===== src/rtl/store_align_ctrl_pkg.sv =====
// store_align_ctrl_pkg: trim encodings, FSM states and lane-mask helper shared by the store and load paths
package store_align_ctrl_pkg;
  localparam logic [1:0] TRIM_WORD = 2'b00;
  localparam logic [1:0] TRIM_HALF = 2'b01;
  localparam logic [1:0] TRIM_BYTE = 2'b10;
  typedef enum logic [1:0] {IDLE, BEAT0, BEAT1} state_t;
  function automatic logic [3:0] base_mask(input logic [1:0] trim);
    return trim == TRIM_WORD ? 4'b1111 : trim == TRIM_BYTE ? 4'b0001 : trim == TRIM_HALF ? 4'b0011 : 4'b1111;
  endfunction
endpackage


===== src/rtl/store_lane_gen.sv =====
// store_lane_gen: positions store data and byte strobes across a two-word (64-bit) lane window
module store_lane_gen
  import store_align_ctrl_pkg::*;
(
  input  logic [1:0]  off,
  input  logic [1:0]  trim,
  input  logic [31:0] data,
  output logic [7:0]  mask,
  output logic [63:0] wide
);
  logic [31:0] keep;
  // zero the bytes the access width does not cover, then shift both mask and data by the byte offset
  always_comb begin
    keep = trim == TRIM_BYTE ? 32'h0000_00ff : trim == TRIM_HALF ? 32'h0000_ffff : 32'hffff_ffff;
    mask = {4'b0000, base_mask(trim)} << off;
    wide = {32'h0, data & keep} << {off, 3'b000};
  end
endmodule


===== src/rtl/store_align_ctrl.sv =====
// store_align_ctrl: turns byte-addressed stores into one or two word-aligned bus beats
module store_align_ctrl
  import store_align_ctrl_pkg::*;
#(
  parameter bit SPLIT_EN = 1'b1
) (
  input  logic        clk_i,
  input  logic        rst_ni,
  input  logic        req_valid_i,
  output logic        req_ready_o,
  input  logic [31:0] addr_i,
  input  logic [31:0] data_i,
  input  logic [1:0]  trim_i,
  output logic        mem_valid_o,
  input  logic        mem_ready_i,
  output logic [31:0] mem_addr_o,
  output logic [31:0] mem_wdata_o,
  output logic [3:0]  mem_wstrb_o,
  output logic        done_o,
  output logic        err_o
);
  state_t      state, state_d;
  logic [31:0] addr_q, data_q;
  logic [1:0]  trim_q;
  logic        done_q, done_d;
  logic [7:0]  mask;
  logic [63:0] wide;
  logic        split, reject;
  logic [31:0] beat0_addr, beat1_addr;

  store_lane_gen u_lane (
    .off  (addr_q[1:0]),
    .trim (trim_q),
    .data (data_q),
    .mask (mask),
    .wide (wide)
  );

  assign split      = |mask[7:4];
  assign reject     = split & ~SPLIT_EN;
  assign beat0_addr = {addr_q[31:2], 2'b00};
  assign beat1_addr = beat0_addr + 32'd4;
  assign done_o     = done_q;

  // state, captured request and registered completion pulse
  always_ff @(posedge clk_i or negedge rst_ni) begin
    if (!rst_ni) begin
      state  <= IDLE;
      addr_q <= '0;
      data_q <= '0;
      trim_q <= TRIM_WORD;
      done_q <= 1'b0;
    end else begin
      state  <= state_d;
      done_q <= done_d;
      if (req_valid_i && req_ready_o) begin
        addr_q <= addr_i;
        data_q <= data_i;
        trim_q <= trim_i;
      end
    end
  end

  // next state and bus outputs; beat fields read as zero whenever no beat is offered
  always_comb begin
    req_ready_o = state == IDLE;
    mem_valid_o = (state == BEAT0 && !reject) || state == BEAT1;
    err_o       = state == BEAT0 && reject;
    state_d     = state == IDLE  ? (req_valid_i ? BEAT0 : IDLE) :
                  state == BEAT0 ? (reject ? IDLE : mem_ready_i ? (split ? BEAT1 : IDLE) : BEAT0) :
                  state == BEAT1 ? (mem_ready_i ? IDLE : BEAT1) : IDLE;
    done_d      = mem_valid_o && mem_ready_i && (state == BEAT1 || !split);
    mem_addr_o  = !mem_valid_o ? 32'h0 : state == BEAT1 ? beat1_addr : beat0_addr;
    mem_wdata_o = !mem_valid_o ? 32'h0 : state == BEAT1 ? wide[63:32] : wide[31:0];
    mem_wstrb_o = !mem_valid_o ? 4'h0 : state == BEAT1 ? mask[7:4] : mask[3:0];
  end
endmodule


===== config.mk =====
export PLATFORM = sky130hd
export DESIGN_NAME = store_align_ctrl
export DESIGN_NICKNAME = d
export VERILOG_FILES = /design/src/rtl/store_align_ctrl_pkg.sv /design/src/rtl/store_lane_gen.sv /design/src/rtl/store_align_ctrl.sv
export SDC_FILE = /design/constraint.sdc
export NUM_CORES = 1
export LEC_CHECK = 0
export CORE_ASPECT_RATIO = 1.4
export CORE_UTILIZATION = 44
export DETAILED_ROUTE_END_ITERATION = 10
export PLACE_DENSITY = 0.78
export SLEW_MARGIN = 10
export SYNTH_ARGS = -nofsm -noshare
export SYNTH_HDL_FRONTEND = slang
export SYNTH_HIERARCHICAL = 1
export SYNTH_SLANG_ARGS = --single-unit

===== constraint.sdc =====
create_clock -name clk_i -period 2.4 [get_ports clk_i]
set_clock_uncertainty 0.15 [all_clocks]
set_input_delay 0.36 -clock clk_i [delete_from_list [all_inputs] [get_ports clk_i]]
set_output_delay 0.36 -clock clk_i [all_outputs]
set_load 0.02 [all_outputs]

# After elaboration in Yosys (flattened, before gate mapping)
# Cells that the tools add are included.
[totals]
output_inout_bits = 72
inputBits = 70
latchBits = 0
word_cells = 40
ram_bits = 0
memories = 0
reg_bits = 69
rom_bits = 0
[op_classes]
eq_ne = 4
bitwise_logic = 1
shift = 2
n_mul = 0
addsub = 1
magnitude_cmp = 0
div_mod_pow = 0
n_reduce_logical = 9
mux = 18
[ops]
columns = ["operator", "count"]
rows = [
  ["$mux W32", 6],
  ["$shl A32 B5 Y64", 1],
  ["$add A32 B3 Y32 const B", 1],
  ["$and A32 B32 Y32", 1],
  ["$mux W4", 5],
  ["$mux W2", 6],
  ["$shl A4 B2 Y8", 1],
  ["$eq A2 B1 Y1 const B", 2],
  ["$eq A2 B2 Y1 const B", 2],
  ["$logic_not A2 Y1", 2],
  ["$reduce_or A4 Y1", 1],
  ["$logic_and A1 B1 Y1", 3],
  ["$logic_or A1 B1 Y1", 2],
  ["$logic_not A1 Y1", 1],
  ["$mux W1", 1],
]

# Depth between registers and ports, before layout
[logic_depth]
ltp_word = 10
depth_mapped = 9
mapped_depth_nobuf = 8

# By module
# Netlist, hierarchy kept.
[modules_own_cells]
columns = ["module", "cells_per_inst", "n_inst", "area_per_inst_um2", "seq_area_each_um2"]
rows = [
  ["store_align_ctrl", 377, 1, 3955.0, 1726.7],
  ["store_lane_gen", 149, 1, 979.7, 0.0],
]

# Least setup slack after synthesis
# No wires, ideal clock.
[synth_timing]
path_type = "flip-flop to output port"
from = "register state[0]"
to = "output mem_addr_o[22]"
stages_incl_launch_ff = 10
arrival_ns = 2.201
required_ns = 1.890
path_slack_ns = -0.311
path_cell_list = "dfrtp_1 > inv_1 > ha_1 > buf_2 > nand4_1 > or2_2 > clkbuf_1 > clkbuf_1 > or4_1 > a21oi_1"
[synth_between]
elab_chain_len = 3
[synth_lines]
columns = ["item", "line_no", "text"]
rows = [
  ["start: declaration", "store_align_ctrl.sv:22", "state_t state, state_d;"],
  ["start signal: assignment", "store_align_ctrl.sv:54", "state <= state_d;"],
  ["$eq A2 B2 Y1 / $eq A2 B1 Y1 (equally long branches)", "store_align_ctrl.sv:67, store_align_ctrl.sv:73", ""],
  ["$mux W32 / $logic_or A1 B1 Y1 (equally long branches)", "store_align_ctrl.sv:73, store_align_ctrl.sv:67", ""],
  ["$mux W32 (*)", "store_align_ctrl.sv:73", "mem_addr_o = !mem_valid_o ? 32'h0 : state == BEAT1 ? beat1_addr : beat0_addr;"],
  ["end: declaration", "store_align_ctrl.sv:16", "output logic [31:0] mem_addr_o,"],
]
# Every way passes the cells marked *; elsewhere a longest branch is shown, timed or not.

# Worst setup path after layout
[layout_timing]
from = "register state[0]"
to = "output mem_addr_o[25]"
# The elaborated chain is that of the path after synthesis.

==> run summary <==
reg2reg path depth = 11
Detailed Routing Iterations Pass 1 = 5
critical path class = reg -> out
clock transition at the registers of the reported paths = 0.05 ns
Hold Path Class = reg -> reg
CP max stage cell = or4_4
Core Rows = 45
switching pwr = 5124 uW
Seq pwr share = 18.4%
hold depth = 1
first-pass GRT wire length = 26.35 mm
Final #Nets = 852
predominant post-synthesis flop cell = dfrtp_1
Clock power frac = 10.8%
Synth Register Bits = 69
biggest cell delay along the critical path = 0.50 ns
MaxCap Viol Count = 0
DP HPWL = 11.25 mm
Final Cycle Share = 123.8%
Slew Limit Fails = 0
Initial Util = 45.41%
CP delay by family, top = simple AND/OR/NAND/NOR gates
DIE AREA = 11650 um^2
I/O pins = 142
Port Buffers = 138
CTS sink count = 69
Layout area overhead = 77.54%
CTS Buf Count = 9
post-route ant nets = 0
Setup Viol. Count Final = 65
final hold vios = 0
vias per inst = 5.688
min-delay src = data_q[9]
asr flop ratio synth = 100.0%
final core occ = 80.62%
minimum clock period = 2.970 ns
Internal = 6720 uW
fraction of layout cells with a size suffix above 1 = 56.41%
Comb pwr share = 70.8%
synth top area cells = dfrtp_1 (35%), mux2_2 (15%), mux2i_1 (11%)
DRT iter0 DRCs = 285
Die Span X = 91.51 um
Max VDD drop = 0.0006983 V
Buf+Inv Stages, Crit Path = 3
syn_area_per_cell = 9.382 um^2
switching part of the total = 43.26%
Synth cell types = 42
top cell type's share of synthesized area = 34.99%
number of global-route vias before repair = 5192
Place WS = -0.7021 ns
core region area = 10870 um^2
Finished Cell Area = 8761 um^2
reg2reg setup slack = -0.01 ns
root buffer cell = clkbuf_16
synthesized instance count = 526
Placed Area = 7196 um^2
failing checks = negative setup slack
hold slack final = 0.3641 ns
Post-synth EDFFs = 0
CTS tree = done
Vias = 5239
initial antenna violation count = 0
Power Dens Cells = 1352 nW/um^2
Max Fanout on Critical Path = 5
hold path endpoint = data_q[9]
Clock Latency Late Sink = 0.33 ns
r2r endpoint = state[1]
CP Data Arrival Time = 2.46 ns
YS warnings = 6
Setup Total Neg Slack = -16.38 ns
sequential area share after synthesis = 34.99%
RSZ-0062 raised after global routing = true
CTS max path bufs = 2
post-synthesis cell area = 4935 um^2
status = complete, but fails checks
CP startpoint kind = flop
ANT cells = 0
DRC viols = 0
post-synth top area cell = dfrtp_1
die height = 127.3 um
GPL Wtd Cong = 0.8500
fmax = 336.7 MHz
CP Capture Type = output pin
Avg WL per Cell = 20.25 um
final WL = 18.65 mm
gr usage total = 28.82%
total gr overflow = 0
Critical R2R Launch = trim_q[0]
final setup margin = -0.5704 ns
H-tree Lvls = 3
cell leakage power = 0.003656 uW
WP data required = 1.89 ns
CP cell instances = inv_2 > ha_4 > nand4_1 > or4_4 > buf_6 > or4_4 > a21oi_4 > buf_6
largest net degree at the start of global routing = 68
[placed cells by master (no fill, tap or decap), types with 4 or more instances in the layout]
cell | netlist | routed
mux2i_1 | 54 | 45
a21oi_2 | 0 | 6
buf_2 | 7 | 5
xnor2_2 | 0 | 4
nand2_2 | 0 | 11
nand2_1 | 32 | 19
or4_4 | 2 | 18
mux2_2 | 66 | 66
inv_1 | 15 | 11
a21oi_4 | 0 | 14
and3_4 | 0 | 6
ha_4 | 0 | 4
buf_4 | 12 | 120
dfrtp_1 | 69 | 67
nor2_2 | 1 | 17
buf_12 | 0 | 8
clkbuf_16 | 0 | 11
o22ai_2 | 0 | 7
or3_4 | 0 | 4
nand3_1 | 6 | 4
a32oi_1 | 9 | 8
clkdlybuf4s50_1 | 0 | 69
buf_6 | 5 | 65
conb_1 | 2 | 12
mux2i_2 | 0 | 6
nor2_1 | 67 | 40
xnor2_1 | 8 | 4
nor2b_4 | 0 | 8
o31ai_2 | 0 | 9
nor2_4 | 0 | 11
a221o_1 | 7 | 7
nand4_1 | 8 | 8
and2_1 | 17 | 17
[layout make-up]
| type | count | area [um^2] |
|---|---|---|
| clock buffers | 10 | 229.0 |
| clock inverters | 5 | 52.55 |
| fillers | 625 | 2106 |
| inverters | 16 | 72.57 |
| multi-input cells | 403 | 3815 |
| flip-flops and latches | 69 | 1729 |
| well taps | 141 | 176.4 |
| repair buffers | 277 | 2686 |
[worst max path at each step]
stage,start,to,slack (ns),cells after the start
3_5_place_dp,state[0],mem_addr_o[28],-0.70,8
5_1_grt,state[0],mem_addr_o[25],-0.63,8
4_1_cts,state[0],mem_addr_o[25],-0.52,8
3_3_place_gp,state[0],mem_addr_o[29],-0.65,8
2_1_floorplan,state[0],mem_addr_o[25],-0.15,8
6_report,state[0],mem_addr_o[25],-0.57,8
[cells in the mapped netlist, types with 2 or more instances]
cell,number
a21oi_1,21
a221o_1,7
a32oi_1,9
and2_1,17
and3_1,8
buf_1,4
buf_2,7
buf_4,12
buf_6,5
clkbuf_1,21
conb_1,2
dfrtp_1,69
ha_1,6
inv_1,15
mux2_2,66
mux2i_1,54
nand2_1,32
nand3_1,6
nand4_1,8
nor2_1,67
nor2b_1,11
nor3_1,3
nor4_1,4
o21a_1,2
o21ai_0,5
o22ai_1,8
o31ai_1,13
or3_1,6
or4_1,16
or4_4,2
xnor2_1,8
xor2_1,2
[registers in the layout, summed over array words and instances, names as in the netlist]
name	cells
addr_q	32
data_q	32
state	2
trim_q	2
done_o	1
[cells by family after synthesis]
logic type / synth area share (%)
AND/OR/NAND/NOR: 18.99
multiplexers: 26.01
flip-flops: 34.99
AO/OA/AOI/OAI: 9.457
buffers and inverters: 7.099
XOR/XNOR: 1.775
adder cells (fa/ha/maj): 1.521
other: 0.1522
[power by group through the flow]
| stage | combinational, uW | sequential (uW) | clock, uW |
|---|---|---|---|
| finish | 8380 | 2190 | 1270 |
| global route | 8790 | 2250 | 1350 |
| CTS | 6580 | 2120 | 1290 |
| detailed placement | 6140 | 2100 | 0 |
| global placement | 6010 | 2060 | 0 |
| floorplan | 3480 | 2040 | 0 |
[worst register-to-register path: cells and delay by family, from the launching register on]
family | cells | cell delay, ns
AND/OR/NAND/NOR | 3 | 0.74
buffers and inverters | 5 | 0.58
flip-flops | 1 | 0.39
AO/OA/AOI/OAI | 2 | 0.23
adder cells (fa/ha/maj) | 1 | 0.21
[per-layer routing]
| layer | track usage [%] | up-vias | part of all wire [%] |
|---|---|---|---|
| met5 | 0 | - | 0 |
| met4 | 11.48 | 0 | 3.8 |
| met3 | 4.048 | 53 | 5.6 |
| met2 | 53.47 | 251 | 54 |
| met1 | 33.00 | 2567 | 37 |
| li1 | - | 2368 | - |
[through the flow]
stage	total power (uW)	instances
floorplan	5520	536
global placement	8078	862
detailed placement	8242	862
CTS	9993	899
global route	12400	921
finish	11840	921
[timing repair]
item | in CTS | in global routing
setup endpoints to repair | 69 | 66
resized for setup | 401 | 182
hold buffers | 1 | 0
pin swaps | 19 | 44
endpoints found under the hold margin | 69 | 0
setup buffers | 18 | 22
cloned | 3 | 3
No activity file was read; power rests on OpenSTA's default activity.
==> variant 1: new RTL, config.mk and constraints unchanged <==
The parameter `SPLIT_EN` goes from 1'b1 to 1'b0.
--- a/src/rtl/store_align_ctrl.sv
+++ b/src/rtl/store_align_ctrl.sv
@@ -2,7 +2,7 @@
 module store_align_ctrl
   import store_align_ctrl_pkg::*;
 #(
-  parameter bit SPLIT_EN = 1'b1
+  parameter bit SPLIT_EN = 1'b0
 ) (
   input  logic        clk_i,
   input  logic        rst_ni,
Formal check against the unedited RTL: not equivalent (a bounded check fails within 4 cycles, from zero or initial values and one cycle with rst_ni low).
==> variant 1 against the original RTL <==
- the flow still finishes with violations (setup timing)
- worst setup slack got worse by 0.13 ns
- final area fell by 8.7%
- final cell count is 6.0% lower
- sequential cell count did not move
- area after synthesis down 2.0%
- routed wire length is 14% lower
- non-clock buffer count fell by 29
- critical endpoint is now mem_wdata_o[18]
- largest cell class unchanged
Power is not compared: it rests on default switching activity, and its combinational part moved more than twofold at a synthesized area within 25%.
==> variant 1: results (changes against the original RTL) <==
----------------------------------------------------
[Status]
  Status ... complete, but fails checks
  Violations in the final reports ... setup timing

[Min path]
  Origin of the worst min-delay path ... addr_q[31]

[Placed design]
  PortBufs ... 139 (+0.72%)
  Last weighted congestion value of the routability-driven placer ... 0.946 (+11%)
  Detailed placer's ending HPWL ... 11,700 um (+4.3%)
  Worst slack, placed ... -0.738 ns (-0.0362 ns)

[Detailed routing]
  Vias ... 4,893 (-6.6%)
  Average wire per cell in the routed design ... 18.5 um (-8.7%)
  Met3 wirelength from detailed routing ... 901 um (-13%)
  Pre-Repair DR Iteration Count ... 6 (+1)
  Met2 WL post-DR ... 8360 um (-16%)
  Number of DRC markers after the initial detailed-route iteration ... 284 (-0.35%)

[Worst setup path]
  Setup slack, reg-to-reg ... 0.25 ns (+0.26 ns)
  CP startpoint ... trim_q[0]
  Capture point of the worst reg-to-reg path ... state[0]
  Worst endpoint data arrival time ... 2.59 ns (+0.13 ns)
  Critical path destination ... mem_wdata_o[18]
  Crit-path max cell delay ... 0.43 ns (-0.07 ns)
  Path depth of the worst reg2reg path ... 8 (-3)

[Global route]
  Via count of the first global-routing pass ... 5,281 (+1.7%)
  Global-route track usage on met1 ... 32.7% (-0.27 points)
  Met2 track demand over resource in global routing ... 51.1% (-2.4 points)
  GR Layer Usage met3 ... 5.13% (+1.1 points)
  Combined global-route utilization of all metal layers ... 28.8% (about the same)

[Yosys]
  Leading cell types by count after synthesis ... sky130_fd_sc_hd__dfrtp_1, sky130_fd_sc_hd__mux2_2, sky130_fd_sc_hd__a22o_1, sky130_fd_sc_hd__nand2_1, sky130_fd_sc_hd__a21oi_1
  Library cells used by synthesis ... 56 (+33%)
  Top area cells in the synthesized netlist ... sky130_fd_sc_hd__dfrtp_1, sky130_fd_sc_hd__mux2_2, sky130_fd_sc_hd__a22o_1
  Sequential cell area fraction in the yosys report ... 35.7% (+0.72 points)

[STA]
  PnR worst setup slack ... -0.704 ns (-0.134 ns)
  Hold Slack ... 0.380 ns (+0.0163 ns)
  Number of failing setup endpoints in the final timing report ... 68 (+4.6%)

[Layout]
  Share of cells above drive strength 1 ... 46.8% (-9.6 points)
  Nets ... 797 (-6.5%)

----------------------------------------------------
-- variant 1: what timing repair did --
action                     in CTS  in global routing
setup buffers                   6                  2
hold buffers                    1                  0
hold endpoints to repair       69                  0
gates cloned                    0                  1
resized for setup             384                 32
pin swaps                       0                  2
setup endpoints to repair      68                 68
-- variant 1: layout make-up --
type,instances,area [um2]
well taps,138,173
multi-input cells,388,3330
clock buffers,9,225
clock inverters,6,40.0
fillers,699,2520
flip-flops and latches,69,1730
inverters,8,30.0
repair buffers,248,2470
-- variant 1: kinds of logic after synthesis --
logic type	count (synthesis)	share of synthesized area (%)
AOI/OAI and AO/OA	135	18.3
xor gates and xnor gates	4	0.725
adders and majority gates	3	0.776
buffers and inverters	58	7.35
DFF	69	35.7
muxes	74	17.0
other	2	0.155
and+or+nand+nor	161	20.0
-- variant 1: worst min path at each step --
stage,to,depth (start not counted)
after floorplan,addr_q[0],0
after global placement,addr_q[27],2
after detailed placement,addr_q[26],2
after CTS,addr_q[31],1
after global routing,trim_q[0],1
final,addr_q[31],1
-- variant 1: metrics by stage --
| stage | setup TNS, ns | instance area (um2) | cells |
|---|---|---|---|
| after floorplan | -15.33 | 5440 | 515 |
| after global placement | -45.32 | 7560 | 842 |
| after detailed placement | -47.43 | 7560 | 842 |
| after CTS | -41.53 | 7920 | 864 |
| after global routing | -49.11 | 8000 | 866 |
| final | -42.21 | 8000 | 866 |
-- variant 1: power groups by stage --
stage	Clock [mW]	Combinational, mW	Sequential (mW)
final	1.20	2.57	1.62
after global placement	0	2.40	1.62
after CTS	1.23	2.51	1.61
after global routing	1.28	2.74	1.64
after floorplan	0	1.47	1.60
after detailed placement	0	2.46	1.63
==> variant 2: new RTL, config.mk and constraints unchanged <==
Without the edit above. The 3 states of `state_t` get a one-hot encoding in 3 bits.
--- a/src/rtl/store_align_ctrl_pkg.sv
+++ b/src/rtl/store_align_ctrl_pkg.sv
@@ -3,7 +3,7 @@
   localparam logic [1:0] TRIM_WORD = 2'b00;
   localparam logic [1:0] TRIM_HALF = 2'b01;
   localparam logic [1:0] TRIM_BYTE = 2'b10;
-  typedef enum logic [1:0] {IDLE, BEAT0, BEAT1} state_t;
+  typedef enum logic [2:0] {IDLE = 3'b001, BEAT0 = 3'b010, BEAT1 = 3'b100} state_t;
   function automatic logic [3:0] base_mask(input logic [1:0] trim);
     return trim == TRIM_WORD ? 4'b1111 : trim == TRIM_BYTE ? 4'b0001 : trim == TRIM_HALF ? 4'b0011 : 4'b1111;
   endfunction
Function: no difference found for any inputs over 10 cycles, from zero or initial values and one cycle with rst_ni low; not proved beyond that.
==> variant 2 against the original RTL <==
- the run still ends with setup timing left
- total power fell by 4.5%
- non-clock buffer count down 20
- via count grew 6.5%
- final area decreased by 2.1%
- area after synthesis increased by 1.1%
- sequential power increased by 12%
- combinational power fell by 8.6%
- worst setup slack improved by 0.096 ns
- routed wire length rose by 0.21%
- sequential cell count is 1 higher
- hold slack better by 0.0071 ns
- critical path type unchanged
==> variant 2: results (changes against the original RTL) <==
----------------------------------------------------
[Status]
  Violations in the final reports ... setup timing
  Status ... complete, but fails checks

[Layout]
  Biggest registers after layout ... addr_q: 32 flops, data_q: 32 flops, state: 3 flops
  Number of diodes ... 0 (unchanged)
  Share of cells above drive strength 1 ... 52.6% (-3.8 points)
  Nets ... 886 (+4.0%)

[Global route]
  First-pass GRT wire length ... 25,900 um (-1.5%)
  Number of antenna violations at the first check in global routing ... 0 (unchanged)
  Pin count of the biggest net entering global routing ... 37 (-46%)
  Combined global-route utilization of all metal layers ... 28.1% (-0.71 points)
  Via count of the first global-routing pass ... 5,297 (+2.0%)

[Yosys]
  Sequential cell area fraction in the yosys report ... 35.1% (+0.14 points)
  Mux cell area share after synthesis ... 18.2% (-7.8 points)
  Most used DFF post-synth ... sky130_fd_sc_hd__dfrtp_1
  Top area cells in the synthesized netlist ... sky130_fd_sc_hd__dfrtp_1, sky130_fd_sc_hd__mux2_2, sky130_fd_sc_hd__nand2_1
  Async SR Flop Fraction ... 100% (unchanged)
  Library cells used by synthesis ... 44 (+4.8%)
  Total of warnings raised by yosys ... 6 (unchanged)
  Post-Synth XOR/XNOR Area ... 1.40% (-0.37 points)
  Adder and majority cell fraction of the synthesized area ... 0.752% (-0.77 points)
  Synthesized instance count ... 589 (+12%)
  Leading cell types by count after synthesis ... sky130_fd_sc_hd__nand2_1, sky130_fd_sc_hd__dfrtp_1, sky130_fd_sc_hd__mux2_2, sky130_fd_sc_hd__a21oi_1, sky130_fd_sc_hd__nor2_1
  Share of the synthesized area in compound gates (AO/OA/AOI/OAI) ... 13.0% (+3.5 points)

[STA]
  Number of failing setup endpoints in the final timing report ... 58 (-11%)
  Normalized max-slew margin ... between 40 and 50%
  PnR worst setup slack ... -0.475 ns (+0.0958 ns)

[Placed design]
  Number of cells after detailed placement ... 908 (+5.3%)
  Last weighted congestion value of the routability-driven placer ... 0.932 (+9.6%)
  PortBufs ... 138 (unchanged)
  Detailed placer's ending HPWL ... 12,100 um (+7.4%)

[Worst setup path]
  Crit-path max cell delay ... 0.60 ns (+0.10 ns)
  Slowest CP cell ... sky130_fd_sc_hd__or4_4
  Crit-path max FO ... 12 (+7)
  Worst endpoint data arrival time ... 2.36 ns (-0.10 ns)
  CP delay by family, top ... simple AND/OR/NAND/NOR gates

[Detailed routing]
  Vias/cell ... 5.82 (+2.3%)
  Wire length after detailed routing ... 18,700 um (+0.21%)
  Pre-Repair DR Iteration Count ... 5 (unchanged)
  Number of DRC markers after the initial detailed-route iteration ... 306 (+7.4%)
  Average wire per cell in the routed design ... 19.5 um (-3.8%)

[Min path]
  Hold Path Class ... register to register

[Clock tree]
  Later-pin clock latency in the skew report ... 0.33 ns (about the same)
  Max Buffers Root-to-Sink ... 2 (unchanged)
  Reg clk slew, reported paths ... 0.05 ns (about the same)
  Number of CTS-inserted buffers ... 9 (unchanged)
  Depth of the CTS H-tree ... 3 (unchanged)
  Root Driver ... sky130_fd_sc_hd__clkbuf_16

[Pwr]
  Max rail drop VDD ... 0.782 mV (+12%)
  Leakage power total ... 3.56 nW (-2.5%)

----------------------------------------------------
==> variant 2: cell count changes in the layout (fill, tap and decap cells not counted), sizes merged, moves of 8 or more <==
cell   unedited run  this run
mux2i            54        22
or4              19         9
o21ai             5        15
nand2            33       116
o31ai            13         5
buf             203       180
a21oi            21        54
nor2             68        39
==> variant 2: cell families (layout without fill, tap and decap cells) <==
group | after synthesis | in the layout
fa+ha+maj | 3 | 3
simple gates | 251 | 252
other cells | 2 | 12
buf+inv | 66 | 284
flops | 70 | 70
compound gates | 106 | 106
mux | 83 | 83
xor+xnor | 8 | 8
==> variant 2: path summary, 6_finish.rpt <==
kind	slack [ns]	to	cells after the start	startpoint
max in group asynchronous	0.95	addr_q[0]	3	rst_ni
hold reg to reg	0.37	data_q[15]	1	data_q[15]
min in group asynchronous	0.50	addr_q[15]	2	rst_ni
hold / removal	0.37	data_q[15]	1	data_q[15]
setup / recovery	-0.47	mem_addr_o[22]	5	state[0]
setup reg to reg	-0.01	state[0]	11	trim_q[1]
==> variant 2: routing by layer <==
metal	up-vias	track usage [%]	share of wire, %
li1	2494	-	-
met1	2730	30.9	36
met2	276	50.4	52
met3	81	3.91	5.6
met4	0	17.9	6.3
met5	-	0	0
==> variant 2: power by group <==
part	internal (mW)	total (mW)	leakage [nW]	switching [mW]
registers	1.79	2.45	0.827	0.668
clock network	0.725	1.19	0.131	0.465
logic	3.78	7.66	2.61	3.88
==> variant 2: layout make-up <==
| cell class | count | area, um2 |
|---|---|---|
| inverter | 11 | 50.0 |
| multi-input combinational | 464 | 3820 |
| fill | 662 | 2350 |
| clock inverter | 2 | 10.0 |
| timing repair buffer | 257 | 2500 |
| tap | 141 | 176 |
| sequential | 70 | 1760 |
| clock buffer | 14 | 254 |
==> variant 2: repair_timing <==
action                     CTS  global route
cloned                       1             3
pin swaps                   21            71
hold buffers                 1             0
setup endpoints to repair   69            66
resized for setup          383           194
buffers inserted            10            23
hold endpoints to repair    27             0
==> variant 2: metrics by stage <==
stage | cell area, um2 | worst slack (ns) | utilization [%] | TNS (ns)
after floorplan | 5210 | -0.155 | - | -1.20
after detailed placement | 7150 | -0.694 | 65.5 | -18.13
final | 8570 | -0.475 | 78.5 | -12.27
after global placement | 7150 | -0.674 | 65.5 | -17.53
after global routing | 8570 | -0.532 | 78.5 | -15.55
after CTS | 7710 | -0.449 | 70.6 | -8.94
